**config.mk**
```make
export PLATFORM = sky130hd
export DESIGN_NAME = tx_frame_builder_flat
export DESIGN_NICKNAME = d
export VERILOG_FILES = /design/src/rtl/phy_pkg.sv /design/src/rtl/tx_frame_builder_if.sv /design/src/rtl/frame_scrambler.sv /design/src/rtl/tx_frame_builder.sv /design/src/flat_wrapper.sv
export SDC_FILE = /design/constraint.sdc
export NUM_CORES = 1
export LEC_CHECK = 0
export CAP_MARGIN = 20
export CORE_MARGIN = 8
export CORE_UTILIZATION = 30
export DETAILED_ROUTE_END_ITERATION = 10
export PLACE_DENSITY = 0.48
export SLEW_MARGIN = 20
export SYNTH_ARGS = -nofsm -noshare
export SYNTH_HDL_FRONTEND = slang
export SYNTH_SLANG_ARGS = --single-unit
```
**constraint.sdc**
```tcl
create_clock -name clk_i -period 4.4 [get_ports clk_i]
set_clock_uncertainty 0.15 [all_clocks]
set_input_delay 0.44 -clock clk_i [delete_from_list [all_inputs] [get_ports clk_i]]
set_output_delay 0.44 -clock clk_i [all_outputs]
set_load 0.01 [all_outputs]
```
**src/rtl/phy_pkg.sv**
```systemverilog
// Shared 802.11a PHY definitions: frame-builder state encoding, PLCP field
// widths, preamble and symbol-size defaults, and the scrambler polynomial.
// The receive-side parser and the descrambler use the same definitions.
package phy_pkg;

    // Frame sections, in the order they go out on the serial stream.
    typedef enum logic [3:0] {
        ST_IDLE,
        ST_PREAMBLE,
        ST_SIG_RATE,
        ST_SIG_RSVD,
        ST_SIG_LEN,
        ST_SIG_PARITY,
        ST_SIG_TAIL,
        ST_SERVICE,
        ST_PSDU,
        ST_DATA_TAIL,
        ST_PAD
    } tx_state_e;

    localparam int RATE_W    = 4;
    localparam int LENGTH_W  = 12;
    localparam int SERVICE_W = 16;
    localparam int TAIL_W    = 6;
    localparam int SEED_W    = 7;

    localparam int          PREAMBLE_BITS_DEF    = 96;
    localparam logic [95:0] PREAMBLE_PATTERN_DEF = {12{8'hAA}};
    localparam int          N_DBPS_DEF           = 24;

    // Scrambler polynomial x^7 + x^4 + 1; taps are 1-based stage numbers.
    localparam int                SCR_TAP_A       = 7;
    localparam int                SCR_TAP_B       = 4;
    localparam logic [SEED_W-1:0] SCR_RESET_STATE = 7'h7F;

    // Feedback bit of the scrambler; state[6:0] holds stages s7..s1.
    function automatic logic scr_feedback(input logic [SEED_W-1:0] s);
        return s[SCR_TAP_A-1] ^ s[SCR_TAP_B-1];
    endfunction

endpackage

```
**src/rtl/tx_frame_builder_if.sv**
```systemverilog
// Frame request, PSDU byte handshake and serial output of the frame builder.
// The slave modport is the builder itself, the master modport is whatever
// issues the request, feeds the bytes and consumes the bit stream.
interface tx_frame_builder_if;
    import phy_pkg::*;

    logic                start;
    logic [RATE_W-1:0]   rate;
    logic [LENGTH_W-1:0] length;
    logic [SEED_W-1:0]   seed;
    logic [7:0]          data;
    logic                data_valid;
    logic                data_ready;
    logic                out_bit;
    logic                out_valid;
    logic                busy;
    logic                done;
    logic                error;

    modport slave (
        input  start, rate, length, seed, data, data_valid,
        output data_ready, out_bit, out_valid, busy, done, error
    );

    modport master (
        output start, rate, length, seed, data, data_valid,
        input  data_ready, out_bit, out_valid, busy, done, error
    );
endinterface

```
**src/rtl/frame_scrambler.sv**
```systemverilog
// Serial x^7+x^4+1 frame scrambler, the transmit twin of the descrambler.
// The output is combinational in the current state; the state only moves
// on a load or an enabled bit.
module frame_scrambler
    import phy_pkg::*;
(
    input  logic              clk_i,
    input  logic              rst_i,
    input  logic              load_i,
    input  logic [SEED_W-1:0] seed_i,
    input  logic              en_i,
    input  logic              bit_i,
    output logic              bit_o
);

    logic [SEED_W-1:0] state_q;
    logic [SEED_W-1:0] state_d;
    logic              fb;

    assign fb    = scr_feedback(state_q);
    assign bit_o = bit_i ^ fb;

    // Next state: seed load wins over an advance.
    always_comb begin
        state_d = state_q;
        if (load_i) begin
            state_d = seed_i;
        end else if (en_i) begin
            state_d = {state_q[SEED_W-2:0], fb};
        end
    end

    // Scrambler state register.
    always_ff @(posedge clk_i or posedge rst_i) begin
        if (rst_i) begin
            state_q <= SCR_RESET_STATE;
        end else begin
            state_q <= state_d;
        end
    end

endmodule

```
**src/rtl/tx_frame_builder.sv**
```systemverilog
// 802.11a PLCP transmit frame serializer: preamble, SIGNAL and scrambled
// DATA field sent one bit per clock, PSDU bytes pulled over valid/ready.
//
// state         | meaning
// --------------+----------------------------------------------------------
// ST_IDLE       | waiting for Start; bad Length/Seed pulses Error
// ST_PREAMBLE   | preamble pattern, MSB first
// ST_SIG_RATE   | RATE, bit 3 first
// ST_SIG_RSVD   | reserved bit, 0
// ST_SIG_LEN    | LENGTH, bit 11 first
// ST_SIG_PARITY | even parity over the 17 preceding SIGNAL bits
// ST_SIG_TAIL   | six zeros; scrambler seeded on the last one
// ST_SERVICE    | sixteen scrambled zeros
// ST_PSDU       | PSDU bytes LSB first, stalls while no byte is offered
// ST_DATA_TAIL  | six zeros, scrambler advances but output forced low
// ST_PAD        | scrambled zeros up to the next N_DBPS boundary
module tx_frame_builder
    import phy_pkg::*;
#(
    parameter int                       PREAMBLE_BITS    = PREAMBLE_BITS_DEF,
    parameter logic [PREAMBLE_BITS-1:0] PREAMBLE_PATTERN = PREAMBLE_PATTERN_DEF,
    parameter int                       N_DBPS           = N_DBPS_DEF
)(
    input  logic              clk_i,
    input  logic              rst_i,
    tx_frame_builder_if.slave bus
);

    localparam int PRE_W = $clog2(PREAMBLE_BITS);
    localparam int MOD_W = $clog2(N_DBPS);

    tx_state_e             state_q, state_d;
    logic [PRE_W-1:0]      pre_cnt_q, pre_cnt_d;
    logic [3:0]            fld_cnt_q, fld_cnt_d;
    logic [14:0]           psdu_cnt_q, psdu_cnt_d;
    logic [MOD_W-1:0]      mod_cnt_q, mod_cnt_d;
    logic [6:0]            sh_q, sh_d;
    logic [2:0]            sh_cnt_q, sh_cnt_d;
    logic                  par_q, par_d;
    logic [RATE_W-1:0]     rate_q, rate_d;
    logic [LENGTH_W-1:0]   len_q, len_d;
    logic [SEED_W-1:0]     seed_q, seed_d;
    logic                  error_q, error_d;

    logic             bit_raw;
    logic             out_valid;
    logic             data_ready;
    logic             done;
    logic             is_data;
    logic             force_zero;
    logic             scr_load;
    logic             scr_en;
    logic             scr_out;
    logic [MOD_W-1:0] mod_next;

    frame_scrambler u_scrambler (
        .clk_i  (clk_i),
        .rst_i  (rst_i),
        .load_i (scr_load),
        .seed_i (seed_q),
        .en_i   (scr_en),
        .bit_i  (bit_raw),
        .bit_o  (scr_out)
    );

    // Next-state, counters and per-cycle outputs of the frame sequencer.
    always_comb begin
        state_d    = state_q;
        pre_cnt_d  = pre_cnt_q;
        fld_cnt_d  = fld_cnt_q;
        psdu_cnt_d = psdu_cnt_q;
        mod_cnt_d  = mod_cnt_q;
        sh_d       = sh_q;
        sh_cnt_d   = sh_cnt_q;
        par_d      = par_q;
        rate_d     = rate_q;
        len_d      = len_q;
        seed_d     = seed_q;
        error_d    = 1'b0;
        bit_raw    = 1'b0;
        out_valid  = 1'b0;
        data_ready = 1'b0;
        done       = 1'b0;
        is_data    = 1'b0;
        force_zero = 1'b0;
        scr_load   = 1'b0;
        scr_en     = 1'b0;
        // Running DATA-field position modulo N_DBPS; wrap to 0 ends the frame.
        mod_next   = (mod_cnt_q == MOD_W'(N_DBPS - 1)) ? '0 : mod_cnt_q + MOD_W'(1);

        case (state_q)
            ST_IDLE: begin
                if (bus.start) begin
                    if ((bus.length == '0) || (bus.seed == '0)) begin
                        error_d = 1'b1;
                    end else begin
                        rate_d    = bus.rate;
                        len_d     = bus.length;
                        seed_d    = bus.seed;
                        pre_cnt_d = PRE_W'(PREAMBLE_BITS - 1);
                        par_d     = 1'b0;
                        mod_cnt_d = '0;
                        sh_cnt_d  = '0;
                        state_d   = ST_PREAMBLE;
                    end
                end
            end

            ST_PREAMBLE: begin
                out_valid = 1'b1;
                bit_raw   = PREAMBLE_PATTERN[pre_cnt_q];
                if (pre_cnt_q == '0) begin
                    fld_cnt_d = 4'(RATE_W - 1);
                    state_d   = ST_SIG_RATE;
                end else begin
                    pre_cnt_d = pre_cnt_q - PRE_W'(1);
                end
            end

            ST_SIG_RATE: begin
                out_valid = 1'b1;
                bit_raw   = rate_q[fld_cnt_q[1:0]];
                par_d     = par_q ^ bit_raw;
                if (fld_cnt_q == '0) begin
                    state_d = ST_SIG_RSVD;
                end else begin
                    fld_cnt_d = fld_cnt_q - 4'd1;
                end
            end

            ST_SIG_RSVD: begin
                out_valid = 1'b1;
                fld_cnt_d = 4'(LENGTH_W - 1);
                state_d   = ST_SIG_LEN;
            end

            ST_SIG_LEN: begin
                out_valid = 1'b1;
                bit_raw   = len_q[fld_cnt_q];
                par_d     = par_q ^ bit_raw;
                if (fld_cnt_q == '0) begin
                    state_d = ST_SIG_PARITY;
                end else begin
                    fld_cnt_d = fld_cnt_q - 4'd1;
                end
            end

            ST_SIG_PARITY: begin
                out_valid = 1'b1;
                bit_raw   = par_q;
                fld_cnt_d = 4'(TAIL_W - 1);
                state_d   = ST_SIG_TAIL;
            end

            ST_SIG_TAIL: begin
                out_valid = 1'b1;
                if (fld_cnt_q == '0) begin
                    scr_load  = 1'b1;
                    fld_cnt_d = 4'(SERVICE_W - 1);
                    state_d   = ST_SERVICE;
                end else begin
                    fld_cnt_d = fld_cnt_q - 4'd1;
                end
            end

            ST_SERVICE: begin
                out_valid = 1'b1;
                is_data   = 1'b1;
                scr_en    = 1'b1;
                mod_cnt_d = mod_next;
                if (fld_cnt_q == '0) begin
                    psdu_cnt_d = {len_q, 3'b000} - 15'd1;
                    state_d    = ST_PSDU;
                end else begin
                    fld_cnt_d = fld_cnt_q - 4'd1;
                end
            end

            ST_PSDU: begin
                is_data = 1'b1;
                if (sh_cnt_q == '0) begin
                    // Shift register empty: take a fresh byte or stall.
                    if (bus.data_valid) begin
                        data_ready = 1'b1;
                        out_valid  = 1'b1;
                        bit_raw    = bus.data[0];
                        sh_d       = bus.data[7:1];
                        sh_cnt_d   = 3'd7;
                    end
                end else begin
                    out_valid = 1'b1;
                    bit_raw   = sh_q[0];
                    sh_d      = {1'b0, sh_q[6:1]};
                    sh_cnt_d  = sh_cnt_q - 3'd1;
                end
                if (out_valid) begin
                    scr_en    = 1'b1;
                    mod_cnt_d = mod_next;
                    if (psdu_cnt_q == '0) begin
                        fld_cnt_d = 4'(TAIL_W - 1);
                        state_d   = ST_DATA_TAIL;
                    end else begin
                        psdu_cnt_d = psdu_cnt_q - 15'd1;
                    end
                end
            end

            ST_DATA_TAIL: begin
                out_valid  = 1'b1;
                is_data    = 1'b1;
                force_zero = 1'b1;
                scr_en     = 1'b1;
                mod_cnt_d  = mod_next;
                if (fld_cnt_q == '0) begin
                    if (mod_next == '0) begin
                        done    = 1'b1;
                        state_d = ST_IDLE;
                    end else begin
                        state_d = ST_PAD;
                    end
                end else begin
                    fld_cnt_d = fld_cnt_q - 4'd1;
                end
            end

            ST_PAD: begin
                out_valid = 1'b1;
                is_data   = 1'b1;
                scr_en    = 1'b1;
                mod_cnt_d = mod_next;
                if (mod_next == '0) begin
                    done    = 1'b1;
                    state_d = ST_IDLE;
                end
            end

            default: begin
                state_d = ST_IDLE;
            end
        endcase
    end

    // Sequencer registers; reset aborts any frame in flight.
    always_ff @(posedge clk_i or posedge rst_i) begin
        if (rst_i) begin
            state_q    <= ST_IDLE;
            pre_cnt_q  <= '0;
            fld_cnt_q  <= '0;
            psdu_cnt_q <= '0;
            mod_cnt_q  <= '0;
            sh_q       <= '0;
            sh_cnt_q   <= '0;
            par_q      <= 1'b0;
            rate_q     <= '0;
            len_q      <= '0;
            seed_q     <= '0;
            error_q    <= 1'b0;
        end else begin
            state_q    <= state_d;
            pre_cnt_q  <= pre_cnt_d;
            fld_cnt_q  <= fld_cnt_d;
            psdu_cnt_q <= psdu_cnt_d;
            mod_cnt_q  <= mod_cnt_d;
            sh_q       <= sh_d;
            sh_cnt_q   <= sh_cnt_d;
            par_q      <= par_d;
            rate_q     <= rate_d;
            len_q      <= len_d;
            seed_q     <= seed_d;
            error_q    <= error_d;
        end
    end

    assign bus.out_valid  = out_valid;
    assign bus.out_bit    = out_valid & (is_data ? (~force_zero & scr_out) : bit_raw);
    assign bus.data_ready = data_ready;
    assign bus.done       = done;
    assign bus.busy       = (state_q != ST_IDLE);
    assign bus.error      = error_q;

endmodule

```
**src/flat_wrapper.sv**
```systemverilog
// flat-port wrapper written by rule: the top's interface ports become plain ports
module tx_frame_builder_flat import phy_pkg::*;
#(
    parameter int                       PREAMBLE_BITS    = PREAMBLE_BITS_DEF,
    parameter logic [PREAMBLE_BITS-1:0] PREAMBLE_PATTERN = PREAMBLE_PATTERN_DEF,
    parameter int                       N_DBPS           = N_DBPS_DEF
)
  (clk_i, rst_i, bus_start, bus_rate, bus_length, bus_seed, bus_data, bus_data_valid, bus_data_ready, bus_out_bit, bus_out_valid, bus_busy, bus_done, bus_error);
  tx_frame_builder_if bus_i ();
  input  logic clk_i;
  input  logic rst_i;
  input wire logic [$bits(bus_i.start)-1:0] bus_start;
  input wire logic [$bits(bus_i.rate)-1:0] bus_rate;
  input wire logic [$bits(bus_i.length)-1:0] bus_length;
  input wire logic [$bits(bus_i.seed)-1:0] bus_seed;
  input wire logic [$bits(bus_i.data)-1:0] bus_data;
  input wire logic [$bits(bus_i.data_valid)-1:0] bus_data_valid;
  output wire logic [$bits(bus_i.data_ready)-1:0] bus_data_ready;
  output wire logic [$bits(bus_i.out_bit)-1:0] bus_out_bit;
  output wire logic [$bits(bus_i.out_valid)-1:0] bus_out_valid;
  output wire logic [$bits(bus_i.busy)-1:0] bus_busy;
  output wire logic [$bits(bus_i.done)-1:0] bus_done;
  output wire logic [$bits(bus_i.error)-1:0] bus_error;
  assign bus_i.start = bus_start;
  assign bus_i.rate = bus_rate;
  assign bus_i.length = bus_length;
  assign bus_i.seed = bus_seed;
  assign bus_i.data = bus_data;
  assign bus_i.data_valid = bus_data_valid;
  assign bus_data_ready = bus_i.data_ready;
  assign bus_out_bit = bus_i.out_bit;
  assign bus_out_valid = bus_i.out_valid;
  assign bus_busy = bus_i.busy;
  assign bus_done = bus_i.done;
  assign bus_error = bus_i.error;
  tx_frame_builder #(.PREAMBLE_BITS(PREAMBLE_BITS), .PREAMBLE_PATTERN(PREAMBLE_PATTERN), .N_DBPS(N_DBPS)) u_core (.clk_i(clk_i), .rst_i(rst_i), .bus(bus_i));
endmodule
```
==> key figures, run 1 <==
Critical path
  – Critical Path Start Type: register
  – Register-to-register setup slack: 1650 ps
  – Reg2Reg Launch Point: u_core.state_q[3]
  – Crit path kind: register to primary output
  – Kind of end point of the critical path: primary output
  – Path depth of the worst reg2reg path: 6
  – Required time worst endpoint: 3810 ps
  – Arrival time worst endpoint: 2960 ps
  – End of the worst register-to-register path: u_core.psdu_cnt_q[5]
  – Worst-path fanout max: 7

Power and ir drop
  – Share of power burned in registers: 36.7%
  – Switching power total: 1480 uW
  – P_leak: 0.00230 uW
  – Cell Pwr Density: 663 nW/um^2
  – Logic pwr share: 44.6%
  – Clock share of power: 18.7%
  – Internal: 2230 uW
  – Maximum ir drop on the vdd rail: 0.000330 V
  – Share of total power consumed by net switching: 39.9%

Flow run
  – Max-cap violations: 0

Cells and area
  – Sequential cell area: 1940 sq um
  – Area used by multi-input combinational logic: 2540 sq um
  – Commonest non-fill, non-tap cell in the layout: sky130_fd_sc_hd__dfrtp_1
  – Antenna cell count: 0
  – Area overhead of the layout relative to synthesis: 19.2%
  – Most frequent cells in the layout: sky130_fd_sc_hd__dfrtp_1 (70), sky130_fd_sc_hd__nand2_1 (48), sky130_fd_sc_hd__clkdlybuf4s50_1 (40)
  – Number of nets in the final layout: 561
  – Share of final-layout standard cells stronger than drive strength 1: 15.3%
  – Number of filler instances in the final layout: 1551
  – Cell Count, Final, Fillers Out: 733

Timing
  – Final-report max-slew violation count: 0
  – Post-Route Hold Slack: 335 ps
  – Transition at the pin with the smallest max-transition slack: 859 ps
  – Minimum period implied by the final worst setup slack: 3550 ps
  – RSZ-0062 raised after global routing: no
  – Remaining max-slew budget at the tightest pin: 42.4%
  – Final TNS setup: 0 ps
  – Final setup violating endpoints: 0
  – Minimum setup slack in the final design: 850 ps
  – Final worst path period share: 80.7%
  – Final count of hold timing violations: 0
  – Maximum clock frequency: 0.282 GHz

Synthesis
  – FF+latch count, synth: 77
  – Cell area after synthesis: 4690 sq um
  – Avg Synthesized Cell Area: 9.66 sq um
  – Post-synthesis cell count: 486
  – Count of flip-flops with a built-in enable after synthesis: 0
  – Library cell with the largest summed area after synthesis: sky130_fd_sc_hd__dfrtp_1
  – Dominant register cell in the synthesized netlist: sky130_fd_sc_hd__dfrtp_1
  – Area share of the leading cell type in the synthesized netlist: 37.3%
  – Area contributors post-synth: sky130_fd_sc_hd__dfrtp_1 (37%), sky130_fd_sc_hd__mux2_2 (6.2%), sky130_fd_sc_hd__dfstp_2 (3.9%)
  – Synth unique cells: 74
  – FFs w/ async S/R, synth: 100%
  – Count of yosys warnings during synthesis: 0
  – Sequential cell area fraction in the yosys report: 41.2%
  – Net Count, Synth: 530

CTS
  – Hold buffer count at CTS: 0
  – Total CTS buffers: 9
  – Post-CTS clock slew at the launch and capture registers of the worst setup and hold paths: 60 ps
  – Clock Tree Buf Depth: 2
  – Sink Count: 77
  – Clock latency of the later-clocked register in the worst-skew pair: 330 ps
  – Clock tree from TritonCTS: built
  – Post CTS Setup Buffer Count: 0
  – Maximum level of the CTS H-tree: 3
  – Gates resized, CTS repair: 0
  – Buffer cell driving the clock tree root: sky130_fd_sc_hd__clkbuf_16

Place
  – Detail Placement HPWL: 8.42 mm
  – Number of placed instances, taps included: 717
  – Worst Setup Slack post-DPL: 1110 ps
  – Routability cong.: 0.830
  – Number of buffers inserted by port buffering: 40

GRT
  – Via count of the first global-routing pass: 3751
  – Wire length of the first global-routing pass: 19.6 mm
  – Number of antenna violations at the first check in global routing: 0
  – Leftover overflow at the end of global routing: 0
  – Pin count of the biggest net entering global routing: 78
  – Total routing resource utilization after global routing: 12.2%

Die
  – Count of boundary I/O pins: 41
  – Num rows: 45
  – Vert. Die Dim: 141 um
  – Initial core utilization: 30.8%
  – Chip width: 141 um
  – Area of the core: 15300 sq um
  – Die footprint: 19900 sq um

Route
  – Routed Antenna Nets: 0
  – Vias after detailed routing: 3750
  – Vias per cell: 5.12
  – Wire length reported by the detailed router: 11.6 mm
  – DRT Pass-1 Iters: 5
  – Post-DR wirelength/cell: 15.9 um
  – Post-route DRC: 0
  – First-iteration detailed-routing DRC count: 208

Min path
  – Startpoint of the tightest hold check path: u_core.sh_cnt_q[1]
  – Cell depth of the worst hold path: 1
  – Hold Path Sink: u_core.sh_cnt_q[1]
  – Hold crit path type: register to register

Status
  – Run status: finished clean
==> cells in the mapped netlist (5+ instances only) <==
library cell               count
sky130_fd_sc_hd__ha_1          9
sky130_fd_sc_hd__a31oi_1      10
sky130_fd_sc_hd__nor2_1       28
sky130_fd_sc_hd__and3_1        7
sky130_fd_sc_hd__o22ai_1       7
sky130_fd_sc_hd__o21ai_0      26
sky130_fd_sc_hd__nor3_1       11
sky130_fd_sc_hd__nand3_1      10
sky130_fd_sc_hd__a21o_1        7
sky130_fd_sc_hd__clkbuf_1     12
sky130_fd_sc_hd__buf_2        11
sky130_fd_sc_hd__o21ai_1       6
sky130_fd_sc_hd__nor4_1        9
sky130_fd_sc_hd__mux2_2       26
sky130_fd_sc_hd__dfrtp_1      70
sky130_fd_sc_hd__a21oi_1      30
sky130_fd_sc_hd__xor2_1        8
sky130_fd_sc_hd__nand2_1      48
sky130_fd_sc_hd__nand4_1       7
sky130_fd_sc_hd__inv_1        23
sky130_fd_sc_hd__dfstp_2       7
sky130_fd_sc_hd__xnor2_1       8
sky130_fd_sc_hd__a22o_1        5
sky130_fd_sc_hd__mux2i_1      13
==> final cells by class <==
class                   instances  area share (%)
inverters                      23            1.54
clock inverters                 4           0.403
clock buffers                  12            4.58
well taps                     211            4.72
multi-input cells             357            45.4
flip-flops and latches         77            34.6
repair buffers                 49            8.79
==> metrics by stage <==
stage	power [uW]	utilization, %	area, sq um
6_report	3710	36.7	5600
5_1_grt	4020	36.7	5600
3_3_place_gp	3000	34.6	5290
2_1_floorplan	2590	-	4690
4_1_cts	3760	36.6	5590
3_5_place_dp	3040	34.8	5310
==> worst max-delay path, stage by stage (launching register included) <==
cell and delay (ps):
sky130_fd_sc_hd__dfrtp_1 520, sky130_fd_sc_hd__mux4_2 540, sky130_fd_sc_hd__mux2_2 280, sky130_fd_sc_hd__a31oi_1 310, sky130_fd_sc_hd__a211oi_1 120, sky130_fd_sc_hd__nor3b_1 270
sky130_fd_sc_hd__clkdlybuf4s50_1 590
==> power groups by stage <==
stage	logic [uW]	registers (uW)	clock network [uW]
6_report	1650	1360	692
3_5_place_dp	1670	1370	0
4_1_cts	1670	1360	724
5_1_grt	1860	1420	748
2_1_floorplan	1350	1230	0
3_3_place_gp	1640	1360	0
==> flip-flops by register name, summed over array words and instances, names as in the netlist <==
name and cells:
u_core.sh_cnt_q 3, u_core.u_scrambler.state_q 7, u_core.bus.error 1, u_core.par_q 1, u_core.rate_q 4, u_core.sh_q 7, u_core.seed_q 7, u_core.psdu_cnt_q 15
u_core.len_q 12, u_core.mod_cnt_q 5, u_core.state_q 4, u_core.fld_cnt_q 4, u_core.pre_cnt_q 7
==> layer usage <==
metal  share of wire (%)  GRT usage, %
met5                   0             0
met4                 1.1          3.79
met3                 4.5          2.90
met2                  43          18.1
met1                  51          17.0
==> worst max path at each step <==
stage	slack, ps	from	to	depth (start not counted)
global route	630	u_core.state_q[2]	bus_out_bit	7
detailed placement	1110	u_core.fld_cnt_q[0]	bus_out_bit	6
floorplan	1850	rst_i	u_core.bus.error	1
CTS	740	u_core.fld_cnt_q[0]	bus_out_bit	6
finish	850	u_core.fld_cnt_q[0]	bus_out_bit	6
global placement	1130	u_core.fld_cnt_q[0]	bus_out_bit	6
==> kinds of logic after synthesis <==
group / Yosys count / share of synthesized area [%]
simple gates: 157 / 18.4
compound gates: 132 / 19.2
flops: 77 / 41.2
buf+inv: 52 / 4.85
mux: 43 / 10.9
xor+xnor: 16 / 2.99
fa+ha+maj: 9 / 2.40
Power figures use the tool's default switching activity.
==> run 2, diff against run 1 <==
- clock period: 4.4 -> 3.3 ns (I/O delays scaled with it)
==> run 2 against run 1 <==
Via count rose by 2.5%. Worst hold slack got worse by 130 ps. Critical endpoint unchanged. First-iteration DRC count grew 45%. Largest power group unchanged. Count of clock-buffer cells in the layout increased by 4. Global-route usage increased by 0.63 points. Sequential power increased by 32%. Largest cell class unchanged. Non-clock buffer count up 11. Register-to-register slack got worse by 1000 ps. Clock power up 41%. Sequential share of layout area down 0.82 points. Wire length up 3.0%. Total power grew 39%.
==> key figures, run 2 (same netlist as run 1, synthesis figures left out) <==
Critical path
  – Kind of end point of the critical path: primary output
  – Critical Path Start Type: register
  – Number of buffer and inverter instances along the worst setup path: 1 (unchanged)
  – Maximum cell stage delay along the critical path: 570 ps (-20 ps)
  – Critical-path cell list: mux4_2 -> mux2_2 -> a31oi_4 -> a211oi_1 -> nor3b_2 -> clkdlybuf4s50_1
  – Path depth of the worst reg2reg path: 6 (unchanged)
  – Required time worst endpoint: 2820 ps (-990 ps)
  – Worst-path fanout max: 4 (-3)
  – Register-to-register setup slack: 610 ps (-1040 ps)
  – End of the worst register-to-register path: u_core.psdu_cnt_q[5]
  – Crit path kind: register to primary output
  – Reg2Reg Launch Point: u_core.state_q[0]
  – Critical path's top delay family: multiplexers
  – CP max stage cell: sky130_fd_sc_hd__clkdlybuf4s50_1
  – Arrival time worst endpoint: 2670 ps (-290 ps)
  – Critical Path Start: u_core.fld_cnt_q[0]

Cells and area
  – Commonest non-fill, non-tap cell in the layout: sky130_fd_sc_hd__dfrtp_1
  – Number of filler instances in the final layout: 1548 (-0.19%)
  – Sequential cell area: 1940 sq um (about the same)
  – Largest register FFs: 15 (unchanged)
  – Cell Count, Final, Fillers Out: 744 (+1.5%)
  – Number of nets in the final layout: 572 (+2.0%)
  – Area used by multi-input combinational logic: 2580 sq um (+1.6%)
  – Register with the most flip-flops: u_core.psdu_cnt_q
  – Top flop regs: u_core.psdu_cnt_q (15), u_core.len_q (12)
  – Finished layout cell area: 5730 sq um (+2.5%)
  – Antenna cell count: 0 (unchanged)
  – Most frequent cells in the layout: sky130_fd_sc_hd__dfrtp_1 (69), sky130_fd_sc_hd__nand2_1 (48), sky130_fd_sc_hd__clkdlybuf4s50_1 (40)
  – Share of final-layout standard cells stronger than drive strength 1: 17.4% (+2.1 points)
  – Area overhead of the layout relative to synthesis: 22.2%

Timing
  – Transition at the pin with the smallest max-transition slack: 871 ps (+12.1 ps)
  – Minimum setup slack in the final design: 151 ps (-699 ps)
  – Maximum clock frequency: 0.318 GHz
  – Final worst path period share: 95.4%
  – Remaining max-slew budget at the tightest pin: 41.5% (-0.81 points)
  – Final TNS setup: 0 ps (unchanged)
  – Final-report max-slew violation count: 0 (unchanged)
  – Final setup violating endpoints: 0 (unchanged)
  – Final count of hold timing violations: 0 (unchanged)
  – Minimum period implied by the final worst setup slack: 3150 ps
  – RSZ-0062 raised after global routing: no

Status
  – Run status: finished clean

GRT
  – Via count of the first global-routing pass: 3849 (+2.6%)
  – Total routing resource utilization after global routing: 12.8% (+0.63 points)
  – Leftover overflow at the end of global routing: 0 (unchanged)
  – Wire length of the first global-routing pass: 20.4 mm (+4.4%)
  – Pin count of the biggest net entering global routing: 40 (-49%)
  – Number of antenna violations at the first check in global routing: 0 (unchanged)

Power and ir drop
  – P_leak: 0.00237 uW (+3.3%)
  – Cell Pwr Density: 899 nW/um^2 (+36%)
  – Maximum ir drop on the vdd rail: 0.000269 V (-18%)

CTS
  – Clock latency of the later-clocked register in the worst-skew pair: 340 ps (about the same)
  – Total CTS buffers: 9 (unchanged)
  – Post-CTS clock slew at the launch and capture registers of the worst setup and hold paths: 60 ps (about the same)
  – Maximum level of the CTS H-tree: 3 (unchanged)
  – Clock Tree Buf Depth: 2 (unchanged)
  – Sink Count: 77 (unchanged)
  – Clock tree from TritonCTS: built
  – Hold buffer count at CTS: 0 (unchanged)
  – Buffer cell driving the clock tree root: sky130_fd_sc_hd__clkbuf_16

Place
  – Number of placed instances, taps included: 728 (+1.5%)
  – Number of buffers inserted by port buffering: 40 (unchanged)
  – Detail Placement HPWL: 8.83 mm (+4.8%)
  – Routability cong.: 0.836 (+0.72%)
  – Area post-placement: 5400 sq um (+1.6%)
  – Worst Setup Slack post-DPL: 190 ps (-917 ps)

Die
  – Chip width: 141 um (unchanged)
  – Num rows: 45 (unchanged)
  – Count of boundary I/O pins: 41 (unchanged)
  – Initial core utilization: 30.8% (unchanged)
  – Area of the core: 15300 sq um (unchanged)
  – Vert. Die Dim: 141 um (unchanged)
  – Die footprint: 19900 sq um (unchanged)

Route
  – Routed Antenna Nets: 0 (unchanged)
  – DRT Pass-1 Iters: 4 (-1)
  – Vias after detailed routing: 3843 (+2.5%)
  – Post-route DRC: 0 (unchanged)
  – Wire length reported by the detailed router: 12.0 mm (+3.0%)
  – First-iteration detailed-routing DRC count: 302 (+45%)
  – Post-DR wirelength/cell: 16.1 um (+1.5%)
  – Vias per cell: 5.17 (+0.96%)

Min path
  – Hold crit path type: input pin to async pin

Flow run
  – Max-cap violations: 0 (unchanged)
run 2: cell types whose count changed in the layout (fill, tap and decap cells not counted), moves of 2 or more:
cell	previous run	this run
sky130_fd_sc_hd__buf_12	0	2
sky130_fd_sc_hd__clkbuf_8	2	4
sky130_fd_sc_hd__buf_4	7	18
sky130_fd_sc_hd__clkbuf_1	1	3
sky130_fd_sc_hd__clkinv_2	3	0
run 2: worst max-delay path by stage:
stage	depth (start not counted)	to	slack (ps)
2_1_floorplan	1	u_core.bus.error	860
3_3_place_gp	6	bus_out_bit	190
3_5_place_dp	6	bus_out_bit	190
4_1_cts	6	bus_out_bit	10
5_1_grt	6	bus_out_bit	1
6_report	6	bus_out_bit	150
run 2: final cells by class:
type / count / area share [%]
Timing Repair Buffer: 60 / 10.0
Clock buffer: 16 / 5.08
Sequential cell: 77 / 33.8
Tap cell: 211 / 4.60
Inverter: 23 / 1.51
Multi-Input combinational cell: 357 / 45.0
run 2: where the power goes:
group          total (uW)  leakage (uW)  switching, uW  internal (uW)
Combinational        2370       0.00129           1220           1150
Clock                 975      0.000143            382            593
Sequential           1800      0.000936            438           1370
Total                5150       0.00237           2040           3110
run 2: metal layers:
layer	vias up	wire (um)	global-route usage (%)
li1	1877	-	-
met1	1884	6040	17.6
met2	68	5250	18.9
met3	14	443	2.53
met4	0	262	6.00
met5	-	0	0
run 2: per-stage QoR:
| stage | hold slack, ps | total power (uW) | util (%) |
|---|---|---|---|
| global route | 243 | 5580 | 37.6 |
| global placement | 312 | 4100 | 35.4 |
| CTS | 207 | 5160 | 37.4 |
| finish | 201 | 5150 | 37.6 |
| floorplan | 290 | 3450 | - |
| detailed placement | 318 | 4130 | 35.4 |
run 2: what timing repair did:
action	4_1_cts	5_1_grt
buffers inserted	0	0
resized for setup	3	4
endpoints found under the setup margin	1	2
==> run 3, diff against run 2 <==
- SYNTH_HIERARCHICAL: not set -> 1
==> run 3 against run 2 <==
Synthesized area decreased by 1.6%. Cell area shrank 1.1%. Wire length decreased by 1.1%. Total power decreased by 42%. Maximum frequency is 3.2% higher. Worst setup slack improved by 97 ps. Sequential cell count did not move.
==> key figures, run 3 <==
Synthesis
  – Top cells by count, synth: sky130_fd_sc_hd__dfrtp_1 (70), sky130_fd_sc_hd__nand2_1 (54), sky130_fd_sc_hd__a21oi_1 (39), sky130_fd_sc_hd__nor2_1 (33), sky130_fd_sc_hd__o21ai_0 (33)
  – Multiplexer share of the synthesized area: 11.0% (+0.099 points)
  – FFs w/ async S/R, synth: 100% (unchanged)
  – Dominant register cell in the synthesized netlist: sky130_fd_sc_hd__dfrtp_1
  – Largest family of logic cells by synthesized area: simple AND/OR/NAND/NOR gates
  – FF+latch count, synth: 77 (unchanged)
  – Fraction of the mapped netlist area in compound gates: 17.8% (-1.4 points)
  – Count of yosys warnings during synthesis: 6 (+6)
  – Synth unique cells: 71 (-4.1%)
  – Avg Synthesized Cell Area: 9.46 sq um (-2.0%)
  – Count of flip-flops with a built-in enable after synthesis: 0 (unchanged)
  – Cell area after synthesis: 4620 sq um (-1.6%)
  – Library cell with the largest summed area after synthesis: sky130_fd_sc_hd__dfrtp_1
  – Arithmetic-cell share of the synthesized area counting full adders, half adders and majority gates: 2.44% (+0.040 points)
  – Post-synthesis cell count: 488 (+0.41%)
  – Net Count, Synth: 532 (+0.38%)
  – Area share of the leading cell type in the synthesized netlist: 37.9% (+0.62 points)
  – Library cell with the highest instance count after synthesis: sky130_fd_sc_hd__dfrtp_1
  – Share of the synthesized netlist area taken by xor and xnor gates: 3.98% (+1.0 points)
  – Area contributors post-synth: sky130_fd_sc_hd__dfrtp_1 (38%), sky130_fd_sc_hd__mux2_2 (5.6%), sky130_fd_sc_hd__nand2_1 (4.4%)
  – Post-synthesis share of cell area spent on and, or, nand and nor gates: 18.5% (+0.088 points)
  – Sequential cell area fraction in the yosys report: 41.9% (+0.68 points)

Power and ir drop
  – Logic pwr share: 19.0% (-27 points)
  – Share of total power consumed by net switching: 27.5% (-12 points)
  – Cell Pwr Density: 527 nW/um^2 (-41%)
  – P_leak: 0.00238 uW (+0.22%)
  – Maximum ir drop on the vdd rail: 0.000223 V (-17%)
  – Clock share of power: 41.6% (+23 points)
  – Share of power burned in registers: 39.4% (+4.4 points)
  – Switching power total: 820 uW (-60%)
  – Internal: 2170 uW (-30%)

Critical path
  – Critical Path Start Type: register
  – Kind of end point of the critical path: primary output
  – Worst-path fanout max: 6 (+2)
  – Required time worst endpoint: 2820 ps (about the same)
  – Path depth of the worst reg2reg path: 7 (+1)
  – Arrival time worst endpoint: 2570 ps (-100 ps)
  – Crit path kind: register to primary output

Cells and area
  – Sequential cell area: 1940 sq um (unchanged)
  – Area used by multi-input combinational logic: 2480 sq um (-3.7%)
  – Cell Count, Final, Fillers Out: 725 (-2.6%)
  – Share of final-layout standard cells stronger than drive strength 1: 17.7% (+0.24 points)
  – Number of filler instances in the final layout: 1499 (-3.2%)
  – Largest register FFs: 15 (unchanged)
  – Register with the most flip-flops: u_core/psdu_cnt_q
  – Commonest non-fill, non-tap cell in the layout: sky130_fd_sc_hd__dfrtp_1
  – Area overhead of the layout relative to synthesis: 22.8%
  – Antenna cell count: 0 (unchanged)
  – Top flop regs: u_core/psdu_cnt_q (15), u_core/len_q (12)
  – Number of nets in the final layout: 576 (+0.70%)
  – Most frequent cells in the layout: sky130_fd_sc_hd__dfrtp_1 (69), sky130_fd_sc_hd__nand2_1 (54), sky130_fd_sc_hd__clkdlybuf4s50_1 (39)

GRT
  – Pin count of the biggest net entering global routing: 42 (+5.0%)
  – Via count of the first global-routing pass: 3796 (-1.4%)
  – Leftover overflow at the end of global routing: 0 (unchanged)
  – Total routing resource utilization after global routing: 12.5% (-0.27 points)
  – Number of antenna violations at the first check in global routing: 0 (unchanged)
  – Wire length of the first global-routing pass: 19.8 mm (-3.1%)

Timing
  – Maximum clock frequency: 0.328 GHz (+3.2%)
  – Post-Route Hold Slack: 284 ps (+82.3 ps)
  – RSZ-0062 raised after global routing: no
  – Final TNS setup: 0 ps (unchanged)
  – Remaining max-slew budget at the tightest pin: 56.5% (+15 points)
  – Transition at the pin with the smallest max-transition slack: 652 ps (-219 ps)
  – Minimum setup slack in the final design: 248 ps (+96.7 ps)
  – Final-report max-slew violation count: 0 (unchanged)
  – Minimum period implied by the final worst setup slack: 3050 ps (-96.7 ps)
  – Final setup violating endpoints: 0 (unchanged)
  – Final count of hold timing violations: 0 (unchanged)
  – Final worst path period share: 92.5% (-2.9 points)

CTS
  – Clock latency of the later-clocked register in the worst-skew pair: 340 ps (about the same)
  – Clock Tree Buf Depth: 2 (unchanged)
  – Buffer cell driving the clock tree root: sky130_fd_sc_hd__clkbuf_16
  – Sink Count: 77 (unchanged)
  – Hold buffer count at CTS: 0 (unchanged)
  – Clock tree from TritonCTS: built
  – Total CTS buffers: 9 (unchanged)
  – Maximum level of the CTS H-tree: 3 (unchanged)
  – Post-CTS clock slew at the launch and capture registers of the worst setup and hold paths: 60 ps (about the same)

Status
  – Run status: finished clean

Place
  – Number of placed instances, taps included: 707 (-2.9%)
  – Routability cong.: 0.818 (-2.2%)
  – Number of buffers inserted by port buffering: 40 (unchanged)
  – Worst Setup Slack post-DPL: 101 ps (-89.1 ps)
  – Detail Placement HPWL: 8.61 mm (-2.5%)

Route
  – Post-DR wirelength/cell: 16.4 um (+1.5%)
  – Wire length reported by the detailed router: 11.9 mm (-1.1%)
  – Vias after detailed routing: 3777 (-1.7%)
  – Vias per cell: 5.21 (+0.86%)
  – Post-route DRC: 0 (unchanged)
  – DRT Pass-1 Iters: 4 (unchanged)
  – First-iteration detailed-routing DRC count: 232 (-23%)
  – Routed Antenna Nets: 0 (unchanged)

Die
  – Initial core utilization: 30.5% (-0.28 points)
  – Num rows: 45 (unchanged)
  – Chip width: 140 um (-0.72%)
  – Vert. Die Dim: 140 um (-0.72%)
  – Count of boundary I/O pins: 41 (unchanged)
  – Area of the core: 15100 sq um (-0.74%)
  – Die footprint: 19600 sq um (-1.4%)

Flow run
  – Max-cap violations: 0 (unchanged)

Min path
  – Hold crit path type: input pin to async pin
-- run 3: cell types whose count changed after synthesis, moves of 4 or more --
cell and delta:
sky130_fd_sc_hd__a21o_1 -5, sky130_fd_sc_hd__a21oi_1 +9, sky130_fd_sc_hd__a31oi_1 -6, sky130_fd_sc_hd__and3_1 -5, sky130_fd_sc_hd__nand2_1 +6, sky130_fd_sc_hd__nand4_1 -4, sky130_fd_sc_hd__nor2_1 +5, sky130_fd_sc_hd__nor3_1 +6
sky130_fd_sc_hd__o21ai_0 +7
-- run 3: timing repair --
| action | 4_1_cts | 5_1_grt |
|---|---|---|
| endpoints found under the hold margin | 0 | 0 |
| setup endpoints to repair | 1 | 0 |
| setup buffers | 2 | 0 |
| resized for setup | 4 | 0 |
-- run 3: per-layer routing --
layer | vias up | share of wire, % | global-route usage, %
met1 | 1829 | 47 | 16.0
met4 | 0 | 1.6 | 4.91
met2 | 69 | 47 | 20.2
met5 | - | 0 | 0
met3 | 15 | 4.6 | 2.89
li1 | 1864 | - | -
-- run 3: path summary, 6_finish.rpt --
check	from	end	slack [ps]
worst max-delay path	u_core/fld_cnt_q[1]	bus_done	250
worst min-delay path	rst_i	u_core/seed_q[4]	280
worst max register to register	u_core/fld_cnt_q[1]	u_core/state_q[1]	730
worst min register to register	u_core/sh_q[5]	u_core/sh_q[5]	330
max in group asynchronous	rst_i	u_core/len_q[0]	1930
min in group clk_i	u_core/sh_q[5]	u_core/sh_q[5]	330
-- run 3: cells by family (layout without fill, tap and decap cells) --
| logic type | after synthesis | after routing |
|---|---|---|
| DFF | 77 | 77 |
| muxes | 43 | 43 |
| adders and majority gates | 9 | 9 |
| xor gates and xnor gates | 21 | 21 |
| and+or+nand+nor | 163 | 163 |
| AOI/OAI and AO/OA | 127 | 127 |
| buffers and inverters | 48 | 97 |
-- run 3: metrics by stage --
stage / utilization [%] / instance area [sq um] / total power [uW]
2_1_floorplan: - / 4620 / 1570
3_3_place_gp: 34.8 / 5280 / 1750
3_5_place_dp: 34.8 / 5280 / 1770
4_1_cts: 37.4 / 5670 / 3030
5_1_grt: 37.4 / 5670 / 3160
6_report: 37.4 / 5670 / 2990
-- run 3: cell type report --
cell class	instances	area share, %
repair buffers	60	9.91
well taps	188	4.15
clock buffers	10	4.22
multi-input cells	363	43.8
clock inverters	6	2.36
flip-flops and latches	77	34.2
inverters	21	1.39
-- run 3: critical path, cell delays in order, from the launching register on --
cell	delay, ps
sky130_fd_sc_hd__dfrtp_1	470
sky130_fd_sc_hd__inv_1	120
sky130_fd_sc_hd__ha_1	210
sky130_fd_sc_hd__or3b_1	460
sky130_fd_sc_hd__nor3_1	150
sky130_fd_sc_hd__o21ai_0	100
sky130_fd_sc_hd__nor2_1	170
sky130_fd_sc_hd__clkdlybuf4s50_1	560
-- run 3: power by group through the flow --
stage / combinational, uW / clock, uW / sequential [uW]
detailed placement: 581 / 0 / 1190
global placement: 565 / 0 / 1190
floorplan: 406 / 0 / 1160
CTS: 580 / 1270 / 1180
global route: 650 / 1310 / 1200
finish: 568 / 1240 / 1180
